**config.mk**
```make
export PLATFORM = sky130hd
export DESIGN_NAME = booth_seq_multiplier
export DESIGN_NICKNAME = d
export VERILOG_FILES = /design/src/rtl/booth_mul_pkg.sv /design/src/rtl/booth_mul_step.sv /design/src/rtl/booth_seq_multiplier.sv
export SDC_FILE = /design/constraint.sdc
export NUM_CORES = 1
export LEC_CHECK = 0
export CAP_MARGIN = 0
export CORE_ASPECT_RATIO = 0.8
export CORE_UTILIZATION = 35
export DETAILED_ROUTE_END_ITERATION = 8
export PLACE_DENSITY = 0.58
export REMOVE_ABC_BUFFERS = 1
export SLEW_MARGIN = 20
export SYNTH_ARGS = -nofsm -noshare
export SYNTH_HDL_FRONTEND = slang
export SYNTH_SLANG_ARGS = --single-unit
export TNS_END_PERCENT = 30
```
**constraint.sdc**
```tcl
create_clock -name clock -period 4.41 [get_ports clock]
set_input_delay 0.882 -clock clock [delete_from_list [all_inputs] [get_ports clock]]
set_output_delay 0.882 -clock clock [all_outputs]
set_load 0.01 [all_outputs]
```
**src/rtl/booth_mul_pkg.sv**
```systemverilog
// booth_mul_pkg: shared state encoding and Booth recoding pair constants
// for the sequential radix-2 Booth multiplier.
`default_nettype none

package booth_mul_pkg;

  localparam logic [1:0] ST_IDLE = 2'd0;
  localparam logic [1:0] ST_CALC = 2'd1;
  localparam logic [1:0] ST_DONE = 2'd2;

  typedef enum logic [1:0] {
    IDLE = ST_IDLE,
    CALC = ST_CALC,
    DONE = ST_DONE
  } state_e;

  localparam logic [1:0] BOOTH_NOP0 = 2'b00;
  localparam logic [1:0] BOOTH_ADD  = 2'b01;
  localparam logic [1:0] BOOTH_SUB  = 2'b10;
  localparam logic [1:0] BOOTH_NOP1 = 2'b11;

endpackage

`default_nettype wire

```
**src/rtl/booth_mul_step.sv**
```systemverilog
// booth_step: one combinational radix-2 Booth iteration (add/sub of the
// multiplicand, then arithmetic right shift of {acc,mq}).
`default_nettype none

module booth_step
  import booth_mul_pkg::*;
#(
  parameter int WIDTH = 8
) (
  input  logic [WIDTH:0]   acc_i,
  input  logic [WIDTH:0]   mq_i,
  input  logic [WIDTH-1:0] mcand_i,
  output logic [WIDTH:0]   acc_o,
  output logic [WIDTH:0]   mq_o,
  output logic             op_nonzero_o
);

  logic [WIDTH:0] mcand_x;
  logic [WIDTH:0] sum;

  assign mcand_x = {mcand_i[WIDTH-1], mcand_i};

  always_comb begin
    sum          = acc_i;
    op_nonzero_o = 1'b0;
    case (mq_i[1:0])
      BOOTH_ADD: begin
        sum          = acc_i + mcand_x;
        op_nonzero_o = 1'b1;
      end
      BOOTH_SUB: begin
        sum          = acc_i - mcand_x;
        op_nonzero_o = 1'b1;
      end
      BOOTH_NOP0, BOOTH_NOP1: sum = acc_i;
    endcase
  end

  // Arithmetic shift: sign bit of the widened accumulator is replicated.
  assign {acc_o, mq_o} = {sum[WIDTH], sum, mq_i[WIDTH:1]};

endmodule

`default_nettype wire

```
**src/rtl/booth_seq_multiplier.sv**
```systemverilog
// booth_seq_multiplier: WIDTH-bit signed sequential Booth multiplier with
// start/ready/done handshake. Optional step counter: SEQ_MUL_STEP_COUNT_EN.
`default_nettype none

module booth_seq_multiplier
  import booth_mul_pkg::*;
#(
  parameter  int WIDTH = 8,
  localparam int CW    = $clog2(WIDTH + 1)
) (
  input  logic                 clock,
  input  logic                 reset,
  input  logic                 start,
  input  logic [WIDTH-1:0]     a,
  input  logic [WIDTH-1:0]     b,
  output logic                 ready,
  output logic                 done,
  output logic [2*WIDTH-1:0]   product
`ifdef SEQ_MUL_STEP_COUNT_EN
  ,
  output logic [CW-1:0]        nz_steps
`endif
);

  state_e             state_q, state_d;
  logic [WIDTH-1:0]   mcand_q, mcand_d;
  logic [WIDTH:0]     acc_q, acc_d;
  logic [WIDTH:0]     mq_q, mq_d;
  logic [CW-1:0]      count_q, count_d;
  logic [2*WIDTH-1:0] product_q, product_d;

  logic [WIDTH:0]     step_acc;
  logic [WIDTH:0]     step_mq;
  logic               step_nz;

  booth_step #(.WIDTH(WIDTH)) u_step (
    .acc_i        (acc_q),
    .mq_i         (mq_q),
    .mcand_i      (mcand_q),
    .acc_o        (step_acc),
    .mq_o         (step_mq),
    .op_nonzero_o (step_nz)
  );

`ifdef SEQ_MUL_STEP_COUNT_EN
  logic [CW-1:0] nz_q, nz_d;

  always_comb begin
    nz_d = nz_q;
    if (state_q == IDLE && start) begin
      nz_d = '0;
    end else if (state_q == CALC && step_nz) begin
      nz_d = nz_q + CW'(1);
    end
  end

  always_ff @(posedge clock) begin
    if (reset) nz_q <= '0;
    else       nz_q <= nz_d;
  end

  assign nz_steps = nz_q;
`else
  logic step_nz_unused;
  assign step_nz_unused = step_nz;
`endif

  always_comb begin
    state_d   = state_q;
    mcand_d   = mcand_q;
    acc_d     = acc_q;
    mq_d      = mq_q;
    count_d   = count_q;
    product_d = product_q;
    case (state_q)
      IDLE: begin
        if (start) begin
          mcand_d = a;
          acc_d   = '0;
          mq_d    = {b, 1'b0};
          count_d = CW'(WIDTH);
          state_d = CALC;
        end
      end
      CALC: begin
        acc_d   = step_acc;
        mq_d    = step_mq;
        count_d = count_q - CW'(1);
        // Final step: capture the product from the just-computed shift result.
        if (count_q == CW'(1)) begin
          product_d = {step_acc[WIDTH-1:0], step_mq[WIDTH:1]};
          state_d   = DONE;
        end
      end
      DONE:    state_d = IDLE;
      default: state_d = IDLE;
    endcase
  end

  always_ff @(posedge clock) begin
    if (reset) begin
      state_q   <= IDLE;
      mcand_q   <= '0;
      acc_q     <= '0;
      mq_q      <= '0;
      count_q   <= '0;
      product_q <= '0;
    end else begin
      state_q   <= state_d;
      mcand_q   <= mcand_d;
      acc_q     <= acc_d;
      mq_q      <= mq_d;
      count_q   <= count_d;
      product_q <= product_d;
    end
  end

  assign ready   = (state_q == IDLE);
  assign done    = (state_q == DONE);
  assign product = product_q;

endmodule

`default_nettype wire
```
==> results summary, run 1 <==
The leakage power figure is 0.00106 uW. The horizontal extent of the die is 93.3 um. The die covers 7000 sq um.

For the worst-skew pair, the clock arrives at the later sink with an insertion delay of 0.30 ns. The worst relative slew slack came out at 33.0%. Prior to clock tree synthesis, the placed netlist has a worst setup slack of 1.43 ns. In this run the remaining antenna-violating nets after routing total 0.

The number of cells in the finished layout apart from fillers is 404. Counting tap cells, the placed design contains a total of 396 instances. The post-synthesis compound-gate area fraction came out at 23.1%. Counting flops and latches in the post-synthesis netlist gives 47. In the synthesized netlist the dominant register cell turns out to be sky130_fd_sc_hd__dfxtp_1.

The setup violation total in the final timing report is 0. The core occupancy in the finished layout is 45.2%. The worst supply voltage drop on vdd is roughly 0.14 mV. The adder and majority gate portion of the synthesized area came out at between 7 and 8%. The net count of the finished layout is 351. The cell area after synthesis is 2330 sq um. STA classifies the critical path endpoint as a flip-flop. The cell family contributing the most delay on the critical path is simple AND/OR/NAND/NOR gates. The standard-cell row count is 26.

The DRC violation count after routing is 0. The number of violations reported at the end of detailed-routing iteration 0 came out at roughly 150. In the routed layout, each cell is associated on average with a via count of 5.05. Once placement finished, the instance area stood at roughly 2800 sq um. The arrival time at the worst endpoint came out at 3.21 ns. The worst setup path is launched from a flip-flop. The number of input and output port buffers inserted is 36. The max-cap violation count is 0.

The clock-pin slew of the registers on the worst-case setup and hold paths is 0.09 ns. For this run, asynchronously set or reset flops after synthesis account for 0%. The power per cell area came out at 376 nW/um^2. The critical path's largest stage delay is 0.49 ns.

The critical path is of the reg -> reg type. The synthesized instance count came out at 286. The sequential area share after synthesis came out at 40.3%. The area overhead of the layout relative to synthesis came out at 24.2%. The mux cell area share after synthesis is 1.29%. Of all nets on the critical path, the largest fanout is 5. Buffers inserted to repair hold after CTS numbered 0.

The worst hold path belongs to the class reg -> reg. The maximum number of pins on one net before global-route repair is 40. The worst path in the final design needs a cycle of 2.98 ns, including I/O delays and setup. In this run, post-CTS repair resized a total of 0 instances.

The final worst clock skew came out at ~0.0093 ns. Counting flops with a built-in enable in the synthesized netlist gives 0. 0 antenna diodes ended up in the layout.

The fraction of layout instances using a drive strength above 1 came out at 4.38%. The buffers plus inverters on the worst setup path is 1. The count of yosys warnings during synthesis is 0. The synthesized-area fraction occupied by and/or/nand/nor cells is approximately a fifth. The final count of pins violating max slew came out at 0. The worst reg-to-reg setup slack is 1.43 ns.

The number of hold violations in the final report is 0. Walking the worst path, the cells encountered are inv_1 -> ha_1 -> or4b_4 -> nor2_1 -> nor2_1 -> xnor2_1 -> ha_1 -> or2_2 -> a31oi_1 -> o211a_1 -> nor2_1 -> xor2_1 -> a211oi_2. The transition at the pin with the smallest max-transition slack came out at 0.997 ns. The effective utilization at floorplan is a little over a third. The flow ran to the end, and the final reports show no timing, DRC or antenna violations.

During I/O placement, the number of pins put on the boundary was 37. Global routing finished with a remaining overflow of 0. The worst setup slack after layout came out at between 1 and 1.5 ns. The number of antenna violations at the first check in global routing was 0. The post-route setup TNS came out at 0 ns. The sum of routed wire length over all layers is between 5 and 6 mm. The congestion estimate from routability-driven global placement came to 0.824. The number of buffers added by the clock tree synthesis step came out at 5. The number of sinks on the clock net came out at 47. The H-tree generated during clock tree synthesis spans 2 levels.

The post-DP HPWL is about 3.9 mm. The buffer levels on the longest clock path is 2. The slowest stage of the critical path is the sky130_fd_sc_hd__or4b_4 cell. The first global-routing pass estimated about 8.8 mm of wire. Dividing the final minimum period by the clock period gives 67.7%. TritonCTS built the clock tree. Measured along the y axis, the die boundary spans 75.0 um.

STA puts the critical path data required time at approximately 4.6 ns. The first TritonRoute pass finished after 4 iterations. The count of distinct cell types in the synthesized netlist is 40. The most used cell along the critical path is sky130_fd_sc_hd__nor2_1. The post-CTS setup repair buffer count is 0. The total routing resource utilization after global routing is 16.3%.

The highest clock frequency the design can meet is 335 MHz. After floorplanning, the core was sized to cover 6410 sq um. Clock tree synthesis selected as its root buffer the cell sky130_fd_sc_hd__clkbuf_8. The final standard cell area without fillers is 2900 sq um. The number of global-route vias before repair is 1821. The average cell area after synthesis came out at 8.15 sq um.

The overall via count from detail_route is 2039. Setup repair after global routing left no endpoint under its margin. The main combinational cell family by area after synthesis is compound AO/OA/AOI/OAI gates. The xor-xnor portion of the synthesized cell area came out at under 10%. The per-cell routed wire length came out at between 10 and 15 um.
-- metal layers --
layer | track usage, % | share of wire [%]
met2 | 23.4 | 40
met1 | 24.2 | 55
met3 | 3.54 | 4.0
met5 | 0 | 0
met4 | 5.13 | 1.2
-- kinds of logic after synthesis --
logic type	Yosys count
AOI/OAI and AO/OA	84
DFF	47
muxes	3
buffers and inverters	21
and+or+nand+nor	106
xor gates and xnor gates	12
adders and majority gates	13
-- path summary, 6_finish.rpt --
kind,startpoint,to,cells after the start
setup / recovery,mcand_q[0],product[15],13
hold / removal,product[9],product[9],2
hold reg to reg,product[9],product[9],2
setup reg to reg,mcand_q[0],product[15],13
-- worst reg2reg max path, cell delays in order (launching register included) --
cell	delay [ns]
sky130_fd_sc_hd__dfxtp_1	0.36
sky130_fd_sc_hd__inv_1	0.07
sky130_fd_sc_hd__ha_1	0.17
sky130_fd_sc_hd__or4b_4	0.49
sky130_fd_sc_hd__nor2_1	0.11
sky130_fd_sc_hd__nor2_1	0.06
sky130_fd_sc_hd__xnor2_1	0.14
sky130_fd_sc_hd__ha_1	0.32
sky130_fd_sc_hd__or2_2	0.31
sky130_fd_sc_hd__a31oi_1	0.24
sky130_fd_sc_hd__o211a_1	0.21
sky130_fd_sc_hd__nor2_1	0.06
sky130_fd_sc_hd__xor2_1	0.16
sky130_fd_sc_hd__a211oi_2	0.21
-- area by class of cell --
cell class | count | area, sq um
clock buffer | 6 | 72.6
multi-input combinational | 218 | 1310
clock inverter | 2 | 60.1
tap | 84 | 105
inverter | 8 | 30.0
sequential | 47 | 941
fill | 644 | 3510
timing repair buffer | 39 | 383
-- synthesized netlist by cell type, drive strengths merged (3+ instances only) --
library cell | number | area [sq um]
nor4 | 3 | 18.8
a22o | 3 | 26.3
nor3 | 7 | 35.0
a211oi | 8 | 65.1
buf | 4 | 22.5
nand2b | 5 | 31.3
a21oi | 38 | 190
clkbuf | 9 | 33.8
ha | 12 | 150
inv | 8 | 30.0
mux2i | 3 | 30.0
nor2 | 28 | 105
xnor2 | 10 | 87.6
o21ai | 12 | 60.1
dfxtp | 47 | 941
nand2 | 54 | 203
a22oi | 8 | 60.1
-- metrics by stage --
stage / power (uW) / hold WS (ns)
floorplan: 646 / 0.425
global placement: 720 / 0.445
detailed placement: 721 / 0.447
CTS: 1090 / 0.459
global route: 1140 / 0.473
finish: 1090 / 0.456
-- cells in the final DEF, fill, tap and decap left out, types with 2 or more instances in the layout --
cell	Yosys	final
sky130_fd_sc_hd__nor2b_1	2	2
sky130_fd_sc_hd__o31ai_1	2	2
sky130_fd_sc_hd__nor4_1	3	3
sky130_fd_sc_hd__o211ai_1	2	2
sky130_fd_sc_hd__ha_1	12	12
sky130_fd_sc_hd__o21ai_0	12	12
sky130_fd_sc_hd__nor2_1	28	28
sky130_fd_sc_hd__bufinv_16	0	2
sky130_fd_sc_hd__nand2_1	54	54
sky130_fd_sc_hd__a22o_1	3	3
sky130_fd_sc_hd__a211oi_1	7	7
sky130_fd_sc_hd__buf_4	0	3
sky130_fd_sc_hd__nand2b_1	5	5
sky130_fd_sc_hd__xnor2_1	10	10
sky130_fd_sc_hd__clkdlybuf4s50_1	0	36
sky130_fd_sc_hd__nor3_1	7	7
sky130_fd_sc_hd__a22oi_1	8	8
sky130_fd_sc_hd__a32oi_1	2	2
sky130_fd_sc_hd__a21oi_1	38	38
sky130_fd_sc_hd__xor2_1	2	2
sky130_fd_sc_hd__clkbuf_8	0	5
sky130_fd_sc_hd__mux2i_1	3	3
sky130_fd_sc_hd__inv_1	8	8
sky130_fd_sc_hd__dfxtp_1	47	47
sky130_fd_sc_hd__o21a_1	2	2
-- sequential cells by signal, indices dropped and copies added (netlist names) --
register and count:
acc_q 8, mq_q 9, mcand_q 8, product 16, count_q 4, state_q 2
-- where the power goes --
part	switching, uW	total (uW)	internal [uW]
logic	137	250	114
clock network	147	374	227
registers	20.1	464	444
Note: power is estimated with default switching activity, not from simulation.
==> run 2: changes to the inputs <==
==> constraint.sdc (replaced) <==
create_clock -name clock -period 2.8 [get_ports clock]
set_input_delay 0.56 -clock clock [delete_from_list [all_inputs] [get_ports clock]]
set_output_delay 0.56 -clock clock [all_outputs]
set_load 0.01 [all_outputs]
==> results summary, run 2 (synthesized netlist as in run 1, its figures left out) <==
The run finished with clean final reports. The height of the chip is 75.0 um. The fraction of layout instances using a drive strength above 1 is 11.7%. Setup repair after global routing could not meet its margin everywhere. The final weighted congestion in routability-driven placement is 0.916. The number of search-and-repair iterations in the first detailed-routing pass is 4. The clock passes through at most 2 buffers.

The worst relative slew slack came out at 52.0%. The number of buffers added by the clock tree synthesis step came out at 5. The post-DP HPWL came out at 3.98 mm. The clock-pin slew of the registers on the worst-case setup and hold paths came out at about 0.090 ns. The net count of the finished layout came out at 363.

The clock latency at the later pin of the worst-skew pair is 0.31 ns. The worst hold path begins at product[4]. The routed layout has 2096 vias.

The number of hold violations in the final report is 0. Measured along the x axis, the die boundary spans 93.3 um. The final worst clock skew came out at approximately 0.0067 ns. The first-pass GRT wire length came out at 9.32 mm. The effective utilization at floorplan came out at 36.4%. The sum of routed wire length over all layers is 5.66 mm.

The maximum number of pins on one net before global-route repair came out at 40. In this run the critical register-to-register path is launched from mcand_q[1]. The worst supply voltage drop on vdd is 0.281 mV. The critical path capture point type is a flip-flop.

The per-cell routed wire length is 13.6 um. The most common cell after layout, fill and taps aside is sky130_fd_sc_hd__nand2_1. The die outline area came out at 7000 sq um. The power per cell area is 586 nW/um^2. In this run the top signal layer used is met4.

The setup violation total in the final timing report is 0. The number of global-route vias before repair came out at 1931. The top-level I/O count is 37.

The number of antenna violations at the first check in global routing is 0. The total core area is 6410 sq um. Data on the critical path is required at its endpoint by between 2 and 3 ns. The number of vias per cell after detailed routing came out at 5.04.

For this block, the initial DRC count from the detailed router was 134. The most critical setup path has its startpoint at mcand_q[1]. Summed over all nets, wire length on met3 after detailed routing comes to 272 um. In this run the clock root is driven by a sky130_fd_sc_hd__clkbuf_8. The register with the most flip-flops in the layout has 16 of them. The leakage power figure came out at roughly 0.0011 uW. Based on the critical path, the design can be clocked at up to 362 MHz. The post-route met1 wirelength came out at 2.96 mm. The cell family contributing the most delay on the critical path is compound AO/OA/AOI/OAI gates. The transition at the pin with the smallest max-transition slack came out at around 0.72 ns. The critical path goes through inv_2 -> ha_4 -> or4b_4 -> nor2_1 -> nor2_1 -> xnor2_1 -> ha_2 -> buf_4 -> a211o_1 -> o31ai_2 -> xnor2_1 -> o211ai_1 -> a21oi_1. The number of antenna repair diodes is 0. The worst min-delay path class is reg -> reg. For this design, the sink count on the clock tree is 47. For this design, the slowest cell found on the critical path is sky130_fd_sc_hd__or4b_4.

The max-cap violation count is 0. The critical path's largest stage delay came out at 0.45 ns. The top fanout value on the critical path came out at 3. The number of buffers and inverters on the critical path is 2. The standard-cell row count is 26. The routed design uses 2.33 mm of met2 wire. The number of cells in the finished layout apart from fillers is 416.

The number of H-tree levels is 2. The arrival time at the worst endpoint came out at 2.94 ns. The final count of pins violating max slew is 0.

The clock tree from TritonCTS is built. For the finished layout, the period the worst path requires is about 2.8 ns. The number of nets with antenna violations after detailed routing is 0. The post-route setup TNS came out at 0 ns. The number of placed instances, taps included is 405.

STA classifies the critical path startpoint as a flip-flop. The part of the cycle the worst path needs is ~99%. The total routing resource utilization after global routing came out at between 15 and 20%. The total congestion overflow after global routing is 0. The area overhead of the layout relative to synthesis came out at 30.7%. The type of the worst setup path is reg -> reg. Buffers placed on the I/O ports in this run total 36. The library cells used most frequently in the layout, excluding fill and tap cells, are sky130_fd_sc_hd__nand2_1 (54), sky130_fd_sc_hd__dfxtp_1 (45), sky130_fd_sc_hd__a21oi_1 (38), sky130_fd_sc_hd__clkdlybuf4s50_1 (36), sky130_fd_sc_hd__nor2_1 (27). The DRC violation count after routing came out at 0.
==> run 2: changes by cell type in the layout (fill, tap and decap cells not counted), moves of 2 or more <==
cell	delta
sky130_fd_sc_hd__dfxtp_2	+2
sky130_fd_sc_hd__dfxtp_1	-2
sky130_fd_sc_hd__ha_2	+2
sky130_fd_sc_hd__buf_4	+12
sky130_fd_sc_hd__inv_1	-2
sky130_fd_sc_hd__ha_1	-3
sky130_fd_sc_hd__inv_2	+2
==> run 2: report_power, final <==
group / internal [uW] / total [uW] / leakage, uW / switching (uW)
sequential: 700 / 730 / 0.000383 / 29.6
combinational: 223 / 461 / 0.000668 / 238
clock: 357 / 596 / 0.0000654 / 239
==> run 2: worst paths after layout <==
path                  to  slack (ns)  cells past startpoint
max          product[14]        0.04                     13
min           product[4]        0.46                      2
max reg2reg  product[14]        0.04                     13
min reg2reg   product[4]        0.46                      2
==> run 2: tightest hold or removal path, cell delays in order, from the launching register on <==
cell	delay, ns
sky130_fd_sc_hd__dfxtp_1	0.32
sky130_fd_sc_hd__nand2_1	0.05
sky130_fd_sc_hd__a21oi_1	0.05
==> run 2: per-stage QoR <==
stage / utilization [%] / worst slack (ns) / cell area, sq um / hold WS (ns) / power (uW)
6_report: 47.6 / 0.0405 / 3050 / 0.458 / 1790
5_1_grt: 47.6 / -0.124 / 3050 / 0.477 / 1880
4_1_cts: 46.6 / 0.00578 / 2990 / 0.461 / 1770
3_5_place_dp: 44.2 / 0.0143 / 2830 / 0.449 / 1170
3_3_place_gp: 44.2 / 0.0458 / 2830 / 0.443 / 1160
2_1_floorplan: - / 0.0353 / 2280 / 0.425 / 1020
==> run 2: timing repair <==
action                                  4_1_cts  5_1_grt
resized for setup                             1       15
hold buffers                                  0        0
buffers inserted                              2        1
pin swaps                                     4       10
endpoints found under the setup margin        1        5
==> run 2: layout make-up <==
class,instances,area [sq um]
fillers,635,3360
clock buffers,6,72.6
clock inverters,2,60.1
flip-flops and latches,47,943
multi-input cells,218,1370
well taps,84,105
repair buffers,51,473
inverters,8,30.0
==> run 2: per-layer routing <==
layer	global-route usage, %	vias up
met5	0	-
met4	6.15	0
met3	3.64	10
met2	24.6	53
met1	25.7	947
li1	-	1086
==> run 3: changes to the inputs <==
--- a/config.mk
+++ b/config.mk
@@ -6,11 +6,14 @@
 export NUM_CORES = 1
 export LEC_CHECK = 0
 export CAP_MARGIN = 0
+export CELL_PAD_IN_SITES_DETAIL_PLACEMENT = 1
+export CELL_PAD_IN_SITES_GLOBAL_PLACEMENT = 1
 export CORE_ASPECT_RATIO = 0.8
 export CORE_UTILIZATION = 35
 export DETAILED_ROUTE_END_ITERATION = 8
-export PLACE_DENSITY = 0.58
+export PLACE_DENSITY = 0.74
 export REMOVE_ABC_BUFFERS = 1
+export SETUP_SLACK_MARGIN = 0.02
 export SLEW_MARGIN = 20
 export SYNTH_ARGS = -nofsm -noshare
 export SYNTH_HDL_FRONTEND = slang
==> results summary, run 3 (synthesized netlist as in run 1, its figures left out) <==
The flow ran to the end, and the final reports show no timing, DRC or antenna violations. Once layout is complete, the utilization of the core stands at roughly 48%. The worst setup path is captured at a flip-flop. The setup violation total in the final timing report came out at 0. The detailed router placed between 2000 and 2500 vias in this run. The number of placed instances, taps included came out at 408.

The minimum setup slack after placement came out at -0.0195 ns. The congestion estimate from routability-driven global placement came to 0.877. The post-DP HPWL came out at ~4.7 mm. Leaving out fill and tap cells, the most frequent cell in the layout is sky130_fd_sc_hd__nand2_1. The type of the worst setup path is reg -> reg. The worst supply voltage drop on vdd came out at 0.215 mV.

Across the run, the number of max-cap violations was 0. The number of vias per cell after detailed routing came out at roughly 5.2. The number of buffers inserted by hold repair at cts is 0. The highest clock frequency the design can meet is 360 MHz. The worst path needs between 2 and 3 ns of the cycle, external delays included. The number of H-tree levels came out at 2. The register with the most flip-flops in the layout has 16 of them.

The height of the chip is 75.0 um. In this run the tightest slew margin relative to its limit is between 50% and 60%. Input and output buffers added on the ports amount to 36. The final hold slack is around 0.46 ns. The placed cell area is 2850 sq um. For this block, the routed nets add up to 6.37 mm of wire. The type of origin of the critical path is a flip-flop.

The total congestion overflow after global routing is 0. On the final layout, the worst clock skew is 0.00745 ns. Entering global routing, the biggest net connects 40 pins. Setup repair after global routing could not meet its margin everywhere. The number of violations reported at the end of detailed-routing iteration 0 came out at 47. The standard-cell row count came out at 26. The required time reported for the critical path endpoint came out at 3.03 ns.

The total core area is 6410 sq um. The buffer levels on the longest clock path came out at 2. The number of antenna violations at the first check in global routing came to 0.

CTS saw 47 sinks. The number of buffers added by the clock tree synthesis step is 5. The clock tree from TritonCTS is built. The power per cell area is 546 nW/um^2. The root buffer cell chosen for the clock tree is sky130_fd_sc_hd__clkbuf_8.

The first-pass GRT wire length is 10.2 mm. The number of antenna repair diodes is 0. The top cell types in the final layout, fill and taps aside, are sky130_fd_sc_hd__nand2_1 (54), sky130_fd_sc_hd__dfxtp_1 (46), sky130_fd_sc_hd__a21oi_1 (38), sky130_fd_sc_hd__clkdlybuf4s50_1 (36), sky130_fd_sc_hd__nor2_1 (26).

The final count of pins violating max slew came to 0. After the flow finishes, the layout carries non-filler instances totaling 417. The fraction of layout instances using a drive strength above 1 came out at between 10% and 20%. The effective utilization at floorplan is 36.4%. The part of the cycle the worst path needs is 99.2%.

Measured along the x axis, the die boundary spans around 93 um. The number of nets with antenna violations after detailed routing came out at 0. The die outline area came out at 7000 sq um.

The top fanout value on the critical path came out at 3. For this run, the total global-route usage over all layers was measured as 18.9%. Before antenna repair, the detailed router went through 4 iterations. In the final design database the tool counted 364 nets. The DRC violation count after routing is 0. In this run the worst hold path is classified as reg -> reg. The clock latency at the later pin of the worst-skew pair is roughly 0.30 ns. The worst setup slack after layout came out at 0.0234 ns.

For the pin with the worst max-slew slack, the measured transition is 0.714 ns. The leakage power figure came out at 0.00111 uW. The number of hold violations in the final report was 0. The arrival time at the worst endpoint came out at 3.01 ns. After routing the design area is 3050 sq um. The area overhead of the layout relative to synthesis is 30.6%. The clock-pin slew of the registers on the worst-case setup and hold paths is 0.10 ns. In this run the count of I/O pins placed on the die edge is 37. The per-cell routed wire length is 15.3 um. The number of global-route vias before repair was 2083.
==> run 3: critical path, cell delays in order (launching register included) <==
cell	delay [ns]
sky130_fd_sc_hd__dfxtp_2	0.33
sky130_fd_sc_hd__inv_2	0.06
sky130_fd_sc_hd__ha_4	0.13
sky130_fd_sc_hd__or4b_4	0.47
sky130_fd_sc_hd__nor2_4	0.10
sky130_fd_sc_hd__nor2_2	0.04
sky130_fd_sc_hd__xnor2_1	0.12
sky130_fd_sc_hd__ha_1	0.23
sky130_fd_sc_hd__or3_4	0.36
sky130_fd_sc_hd__a31oi_4	0.20
sky130_fd_sc_hd__o211a_1	0.20
sky130_fd_sc_hd__nor2_1	0.07
sky130_fd_sc_hd__xor2_1	0.19
sky130_fd_sc_hd__a211oi_2	0.21
==> run 3: through the flow <==
step / total power, uW / setup TNS (ns)
floorplan: 1020 / 0
global placement: 1170 / 0
detailed placement: 1190 / -0.0243
CTS: 1640 / -0.0125
global route: 1760 / -0.301
finish: 1660 / 0
==> run 3: worst paths after layout <==
path / from / endpoint / slack (ns) / depth (start not counted)
worst max register to register: mcand_q[1] / product[15] / 0.02 / 13
worst min register to register: product[1] / product[1] / 0.46 / 2
worst min-delay path: product[1] / product[1] / 0.46 / 2
worst max-delay path: mcand_q[1] / product[15] / 0.02 / 13
==> run 3: report_power, final <==
group	switching (uW)	internal [uW]	leakage [uW]
Combinational	250	235	0.000683
Clock	244	202	0.0000474
Sequential	32.2	700	0.000383
==> run 3: area by class of cell <==
type	instances	area, sq um
clock buffer	6	82.6
sequential	47	942
clock inverter	2	16.3
inverter	8	30.0
timing repair buffer	52	484
tap	84	105
fill	760	3360
multi-input combinational	218	1390
==> run 3: routing by layer <==
layer,track usage [%],routed length (um)
met1,26.1,3160
met4,4.27,65
met2,31.6,2980
met3,3.03,165
met5,0,0
==> run 3: what timing repair did <==
action	in CTS	in global routing
pin swaps	4	6
hold endpoints to repair	0	0
resized for setup	2	17
buffers inserted	1	0
setup endpoints to repair	2	6
==> variant, RTL diff (settings of run 1) <==
Add a define of `SEQ_MUL_STEP_COUNT_EN`.
--- a/src/rtl/booth_seq_multiplier.sv
+++ b/src/rtl/booth_seq_multiplier.sv
@@ -3,2 +3,4 @@
 `default_nettype none
+
+`define SEQ_MUL_STEP_COUNT_EN
 
Function (old outputs only; new: nz_steps): kept (equiv_simple and equiv_induct, registers matched by name and starting in step).
==> variant against run 1 <==
- power decreased by 0.80%
- synthesized area rose by 7.1%
- sequential power rose by 7.8%
- clock power decreased by 9.6%
- cell area increased by 6.7%
- critical path depth decreased by 4
- sequential share of layout area is 0.54 points higher
- clock skew decreased by 2.4 ps
- routed wire length rose by 5.5%
- global-route usage shrank 0.19 points
- worst setup slack better by 170 ps
- non-clock buffer count up 4
- sequential cell count is 4 higher
- highest routed layer unchanged
==> variant: results <==
set metrics [dict create \
    fin_worst_skew_ps 6.86 \
    grt_max_degree 42 \
    vdd_drop_max_v 0.000136 \
    synth_common_cells "nand2_1 (61), dfxtp_1 (51), a21oi_1 (36), nor2_1 (28), ha_1 (13)" \
    ys_top_cells_by_area "dfxtp_1 (41%), nand2_1 (9.2%), a21oi_1 (7.2%)" \
    r2r_cells 9 \
    drt_first_iter_violations 94 \
    r2r_end "product[12]" \
    cpPeakStageDelay_ps 550 \
    layout.cells.non_filler 430 \
    status "finished clean" \
    arrival_ps 2990 \
    crit_slowest_cell "o31ai_1" \
    vias_per_cell 5.04 \
    grt_usage 0.161 \
    drive_above_1_share 0.0437 \
    dp_hpwl_um 4050 \
    final_nets 375 \
    tightest_slew_ps 789 \
    min_to "product[6]" \
    critPathMaxFanout 8 \
    hold_ws_ps 457 \
    routed_wl_um 5660 \
    ys_seq_area_frac 0.409 \
    grt_pass1_vias 1902 \
    syn_inst 306 \
    p_leak_nw 1.12 \
    crit_family "compound AO/OA/AOI/OAI gates" \
]
[variant: worst max-delay path by stage]
stage	from	end	slack [ps]
2_1_floorplan	start	acc_q[7]	1540
3_3_place_gp	mcand_q[0]	product[12]	1650
3_5_place_dp	start	acc_q[7]	1570
4_1_cts	mq_q[1]	product[12]	1620
5_1_grt	mq_q[1]	product[12]	1380
6_report	mq_q[0]	product[12]	1600
[variant: routing by layer]
metal | share of wire | GRT usage | up-vias
li1 | - | - | 1138
met3 | 0.041 | 0.0382 | 4
met1 | 0.55 | 0.251 | 978
met5 | 0 | 0 | -
met2 | 0.40 | 0.221 | 46
met4 | 0.0067 | 0.0309 | 0
[variant: worst reg2reg max path, stage by stage (launching register included)]
cell and delay [ps]:
dfxtp_1 320, inv_1 50, ha_1 340, mux2i_1 350
ha_1 280, nor2b_1 130, o31ai_1 550, a2111oi_0 230
a221oi_1 330, o31ai_1 100
[variant: stage by stage]
stage	instance area [sq um]	setup WS, ps
finish	3090	1600
detailed placement	2970	1570
global route	3090	1380
global placement	2970	1650
floorplan	2440	1540
CTS	3090	1620
[variant: power by group through the flow]
stage	clock network, W	logic, W	registers, W
final	0.000338	0.000242	0.000500
after global routing	0.000365	0.000274	0.000503
after CTS	0.000345	0.000243	0.000499
after detailed placement	0	0.000242	0.000510
after global placement	0	0.000240	0.000510
after floorplan	0	0.000169	0.000506
[variant: logic make-up (layout without fill, tap and decap cells)]
kind of cell    after synthesis  in the layout  synth area share
flops                        51             51             0.409
compound gates               83             83             0.211
simple gates                119            119             0.209
buf+inv                      22             59            0.0366
mux                           5              5            0.0200
fa+ha+maj                    14             14            0.0731
xor+xnor                     12             12            0.0421
[variant: layout make-up]
class | instances | area (sq um) | area share
multi-input combinational | 233 | 1390 | 0.450
clock inverter | 2 | 35.0 | 0.0113
inverter | 8 | 30.0 | 0.00971
clock buffer | 6 | 82.6 | 0.0267
sequential | 51 | 1020 | 0.330
tap | 87 | 109 | 0.0352
timing repair buffer | 43 | 423 | 0.137
